==> config.mk <==
export PLATFORM = sky130hd
export DESIGN_NAME = jk_latch_driver
export DESIGN_NICKNAME = d
export VERILOG_FILES = /design/src/rtl/jk_latch_driver.sv
export SDC_FILE = /design/constraint.sdc
export NUM_CORES = 1
export LEC_CHECK = 0
export ABC_CLOCK_PERIOD_IN_PS = 3700
export CAP_MARGIN = 20
export CORE_MARGIN = 2
export CORE_UTILIZATION = 45
export CTS_BUF_LIST = sky130_fd_sc_hd__clkbuf_4
export DETAILED_ROUTE_END_ITERATION = 16
export PLACE_DENSITY = 0.74
export RECOVER_POWER = 25
export SLEW_MARGIN = 10
export SYNTH_ARGS = -nofsm -noshare
export SYNTH_HDL_FRONTEND = slang
export SYNTH_SLANG_ARGS = --single-unit
==> constraint.sdc <==
create_clock -name clk -period 3.7 [get_ports clk]
set_clock_uncertainty 0.2 [all_clocks]
set_input_delay 0.555 -clock clk [delete_from_list [all_inputs] [get_ports clk]]
set_output_delay 0.555 -clock clk [all_outputs]
set_load 0.005 [all_outputs]
==> src/rtl/jk_latch_driver.sv <==
// jk_latch_driver: sequences J/K/EN onto an external JK latch for one command
// at a time (setup -> enable pulse -> hold -> readback check). A shadow copy of
// the expected latch state is kept so the readback can be verified.
module jk_latch_driver #(
  parameter int SETUP_CYC = 1,
  parameter int PULSE_CYC = 2,
  parameter int HOLD_CYC  = 1
) (
  input  logic       clk,
  input  logic       rst_n,
  input  logic       cmd_valid,
  input  logic [1:0] cmd_op,
  output logic       cmd_ready,
  output logic       j,
  output logic       k,
  output logic       en,
  input  logic       q_in,
  input  logic       qb_in,
  output logic       done,
  output logic       q_exp,
  output logic       err,
  input  logic       err_clr
);

  localparam logic [1:0] OP_HOLD   = 2'b00;
  localparam logic [1:0] OP_RESET  = 2'b01;
  localparam logic [1:0] OP_SET    = 2'b10;
  localparam logic [1:0] OP_TOGGLE = 2'b11;

  // The counter only runs from 0 to (length-1) of the longest phase, so it
  // never has to hold the full parameter value and cannot wrap inside a state.
  localparam int MAX_SP  = (SETUP_CYC > PULSE_CYC) ? SETUP_CYC : PULSE_CYC;
  localparam int MAX_CYC = (MAX_SP > HOLD_CYC) ? MAX_SP : HOLD_CYC;
  localparam int CNT_W   = (MAX_CYC > 1) ? $clog2(MAX_CYC) : 1;

  // Last count value of each timed phase; zero-length phases are skipped
  // entirely, so their "last" value is never used.
  localparam logic [CNT_W-1:0] SETUP_LAST = CNT_W'((SETUP_CYC > 0) ? SETUP_CYC - 1 : 0);
  localparam logic [CNT_W-1:0] PULSE_LAST = CNT_W'((PULSE_CYC > 0) ? PULSE_CYC - 1 : 0);
  localparam logic [CNT_W-1:0] HOLD_LAST  = CNT_W'((HOLD_CYC > 0) ? HOLD_CYC - 1 : 0);

  typedef enum logic [2:0] {
    IDLE  = 3'd0,
    SETUP = 3'd1,
    PULSE = 3'd2,
    HOLD  = 3'd3,
    CHECK = 3'd4
  } state_e;

  state_e           state_q, state_d;
  logic [CNT_W-1:0] cnt_q, cnt_d;
  logic [1:0]       op_q, op_d;
  logic             q_exp_q, q_exp_d;
  logic             err_q, err_d;
  logic             j_q, j_d;
  logic             k_q, k_d;
  logic             en_q, en_d;
  logic             ready_q, ready_d;
  logic             done_q, done_d;
  logic             mismatch;

  assign cmd_ready = ready_q;
  assign j         = j_q;
  assign k         = k_q;
  assign en        = en_q;
  assign done      = done_q;
  assign q_exp     = q_exp_q;
  assign err       = err_q;

  // State, counter, shadow state and all output registers (async reset).
  always_ff @(posedge clk or negedge rst_n) begin
    if (!rst_n) begin
      state_q <= IDLE;
      cnt_q   <= '0;
      q_exp_q <= 1'b0;
      err_q   <= 1'b0;
      j_q     <= 1'b0;
      k_q     <= 1'b0;
      en_q    <= 1'b0;
      ready_q <= 1'b1;
      done_q  <= 1'b0;
    end else begin
      state_q <= state_d;
      cnt_q   <= cnt_d;
      q_exp_q <= q_exp_d;
      err_q   <= err_d;
      j_q     <= j_d;
      k_q     <= k_d;
      en_q    <= en_d;
      ready_q <= ready_d;
      done_q  <= done_d;
    end
  end

  // Latched command opcode; pure data, only meaningful while a command runs.
  always_ff @(posedge clk) begin
    op_q <= op_d;
  end

  // Next-state, phase counter, shadow-state update and sticky error.
  always_comb begin
    state_d = state_q;
    cnt_d   = cnt_q;
    op_d    = op_q;
    q_exp_d = q_exp_q;
    unique case (state_q)
      IDLE: begin
        if (cmd_valid && ready_q) begin
          op_d    = cmd_op;
          cnt_d   = '0;
          state_d = (SETUP_CYC > 0) ? SETUP : PULSE;
        end
      end
      SETUP: begin
        if (cnt_q == SETUP_LAST) begin
          cnt_d   = '0;
          state_d = PULSE;
        end else begin
          cnt_d = cnt_q + 1'b1;
        end
      end
      PULSE: begin
        // A toggle is given a single enable cycle so the latch flips once.
        if ((op_q == OP_TOGGLE) || (cnt_q == PULSE_LAST)) begin
          cnt_d   = '0;
          state_d = (HOLD_CYC > 0) ? HOLD : CHECK;
          unique case (op_q)
            OP_HOLD:   q_exp_d = q_exp_q;
            OP_RESET:  q_exp_d = 1'b0;
            OP_SET:    q_exp_d = 1'b1;
            OP_TOGGLE: q_exp_d = ~q_exp_q;
            default:   q_exp_d = q_exp_q;
          endcase
        end else begin
          cnt_d = cnt_q + 1'b1;
        end
      end
      HOLD: begin
        if (cnt_q == HOLD_LAST) begin
          cnt_d   = '0;
          state_d = CHECK;
        end else begin
          cnt_d = cnt_q + 1'b1;
        end
      end
      CHECK: begin
        state_d = IDLE;
      end
      default: begin
        state_d = IDLE;
      end
    endcase

    // Readback is sampled as CHECK is entered so err is visible during CHECK;
    // q_exp_d covers the zero-hold case where q_exp updates on the same edge.
    mismatch = (q_in != q_exp_d) || (qb_in != ~q_in);
    if ((state_d == CHECK) && mismatch) begin
      err_d = 1'b1;
    end else if (err_clr) begin
      err_d = 1'b0;
    end else begin
      err_d = err_q;
    end
  end

  // Output values derived from the next state so every output is a flop.
  always_comb begin
    j_d     = 1'b0;
    k_d     = 1'b0;
    en_d    = 1'b0;
    ready_d = 1'b0;
    done_d  = 1'b0;
    unique case (state_d)
      IDLE: begin
        ready_d = 1'b1;
      end
      SETUP, HOLD: begin
        j_d = op_d[1];
        k_d = op_d[0];
      end
      PULSE: begin
        j_d  = op_d[1];
        k_d  = op_d[0];
        en_d = 1'b1;
      end
      CHECK: begin
        done_d = 1'b1;
      end
      default: begin
        ready_d = 1'b0;
      end
    endcase
  end

endmodule

==> impl_metrics.json <==
{
  "cp_num_buf_inv": 1,
  "powerDensity_mw_per_mm2": 777,
  "path_cells": "clkdlybuf4s50_1",
  "grt_pass1_wl_um": 1590,
  "cp_top_family": "flip-flops",
  "drc_errors": 0,
  "maxSlewHeadroom_pct": 66.5,
  "hpwlAfterDp_um": 789,
  "wl_per_cell_um": 12.0,
  "drv_cap": 0,
  "hold_buffers": 0,
  "stdcell_count": 86,
  "clock_path_buffers": 2,
  "synth_seq_cells": 13,
  "cts_tree": "done",
  "vias": 433,
  "wl_met1_um": 507,
  "antennaDiodeCount": 0,
  "cts_buffers": 3,
  "rsz0062_at_grt": "false",
  "wl_met3_um": 28,
  "synth-adder-area-share_pct": 0,
  "outcome": "finished clean",
  "dp_cells": 82,
  "synthMuxAreaShare_pct": 8.02,
  "die_y_um": 41.3,
  "peakVddDrop_mv": 0.491,
  "synth-simple-area-share_pct": 26.9,
  "clk_pin_slew_worst_paths_ns": 0.08,
  "endpoint_kind": "output port",
  "drtAntennaViolNets": 0,
  "layout_commonest_cell": "clkdlybuf4s50_1",
  "grt.total_usage_pct": 14.9,
  "synthDistinctLibCells": 27,
  "syn_to_final_growth_pct": 25.1,
  "period_share_pct": 55.6,
  "startpoint_type": "flop",
  "critPathKind": "flop to output port",
  "cp_slowest_cell": "dfstp_2",
  "cts-root-buf": "clkbuf_4",
  "cts_resized": 0,
  "nNetsFinal": 80,
  "min_path_type": "flop to flop",
  "h-tree-depth": 1,
  "cellLeakagePower_nw": 0.351,
  "grt_pass1_vias": 386,
  "clk_latency_ns": 0.28,
  "drive_gt1_share_pct": 14.1,
  "chipWidth_um": 41.3,
  "port_buffers": 14,
  "numClockSinks": 13,
  "core_mm2": 0.00130,
  "synth_top_family_by_area": "simple AND/OR/NAND/NOR gates",
  "initial_utilization_pct": 48.0,
  "synthCells": 56,
  "rows": 13,
  "globalplace.congestion": 0.743,
  "cp_data_arrival_time_ns": 1.30,
  "hold_viol_final": 0,
  "post_cts.repair.setup_buffers": 0,
  "antenna_found_initial": 0,
  "pin_count": 15,
  "drv_slew": 0,
  "syn_nets": 64,
  "via_per_inst": 5.03,
  "cp_max_fo": 2,
  "grt_start_max_net_pins": 12,
  "dr.max_layer_used": "met4",
  "timing.final.crit_period_ns": 2.06,
  "die_area_mm2": 0.00170,
  "routed-wl-met2_um": 487,
  "cp_data_required_time_ns": 2.94,
  "yosysWarnings": 0,
  "critical-path-max-stage-delay_ns": 0.53,
  "synth_compound_area_share_pct": 7.01,
  "most-common-layout-cells": "13 x clkdlybuf4s50_1, 10 x dfrtp_1, 6 x nor2_1",
  "n_fill_cell": 120,
  "syn_avg_cell_area_um2": 11.1,
  "drtIter0Drc": 2,
  "worst_pin_slew_ns": 0.501,
  "gr-total-overflow": 0,
  "finalSetupViolCount": 0,
  "timing.fmax_mhz": 486,
  "drt-total-wl_um": 1030,
  "firstDrtPassIters": 3,
  "seq_area_frac_synth_pct": 50.7,
  "synth_xor_area_share_pct": 1.40,
  "setup_tns_ns": 0,
  "netlist_area_um2": 624
}
==> layout make-up <==
cell class,count,area [um^2],area share (%)
flip-flops and latches,13,317,40.5
well taps,15,18.8,2.40
clock buffers,3,22.5,2.88
clock inverters,1,5.00,0.641
multi-input cells,38,270,34.6
repair buffers,14,140,17.9
inverters,2,7.51,0.962
==> worst paths after layout <==
check / cells past startpoint / start / to / slack, ns
setup reg to reg: 3 / state_q[2] / k / 1.99
hold / removal: 1 / cnt_q / en / 0.40
setup / recovery: 1 / cmd_ready / cmd_ready / 1.64
hold reg to reg: 1 / cnt_q / en / 0.40
min in group asynchronous: 1 / rst_n / j / 0.47
max in group asynchronous: 1 / rst_n / cmd_ready / 2.47
==> report_power, final <==
group	internal, mW	leakage, nW	switching [mW]
sequential	0.204	0.154	0.0693
clock	0.0401	0.0177	0.0480
combinational	0.149	0.180	0.0959
==> synth_stat cells <==
cell type,instances,area (um^2)
nand2b_1,1,6.26
and2b_1,2,15.0
mux2_4,2,30.0
and3b_1,2,17.5
nor3_1,1,5.00
o21ai_1,1,5.00
nor3b_1,2,15.0
mux2i_1,2,20.0
nand3_1,1,5.00
o21ai_0,1,5.00
inv_1,2,7.51
dfrtp_1,10,250
and4_1,1,8.76
nand2_1,5,18.8
xnor2_1,1,8.76
nor4_4,1,21.3
dfxtp_1,2,40.0
nor2_1,6,22.5
nor3b_2,1,12.5
dfstp_2,1,26.3
a211oi_2,1,12.5
nand3b_1,1,7.51
a21oi_1,3,15.0
buf_6,2,22.5
buf_4,1,7.51
o22ai_1,1,6.26
nor2b_1,2,12.5
==> kinds of logic after synthesis <==
| kind of cell | count (synthesis) |
|---|---|
| AND/OR/NAND/NOR | 26 |
| flip-flops | 13 |
| AO/OA/AOI/OAI | 7 |
| buffers and inverters | 5 |
| multiplexers | 4 |
| XOR/XNOR | 1 |
==> sequential cells by signal, indices dropped and copies added, names as in the netlist <==
name and cells:
k 1, en 1, j 1, q_exp 1, op_q 2, done 1
err 1, cmd_ready 1, state_q 3, cnt_q 1
==> per-layer routing <==
layer,GRT usage [%],vias to the layer above
li1,-,219
met5,0,-
met1,19.9,206
met2,21.5,6
met4,9.68,0
met3,3.26,2
==> through the flow <==
step | setup slack [ns] | hold slack (ns) | util, % | power (mW) | cell area, um^2
6_report | 1.64 | 0.396 | 60.0 | 0.607 | 781
5_1_grt | 1.61 | 0.422 | 60.0 | 0.653 | 781
4_1_cts | 1.63 | 0.400 | 60.0 | 0.612 | 781
3_5_place_dp | 1.52 | 0.378 | 57.9 | 0.523 | 753
3_3_place_gp | 1.54 | 0.372 | 57.9 | 0.517 | 753
2_1_floorplan | 2.06 | 0.0594 | - | 0.447 | 624
Note: power is estimated with default switching activity, not from simulation.
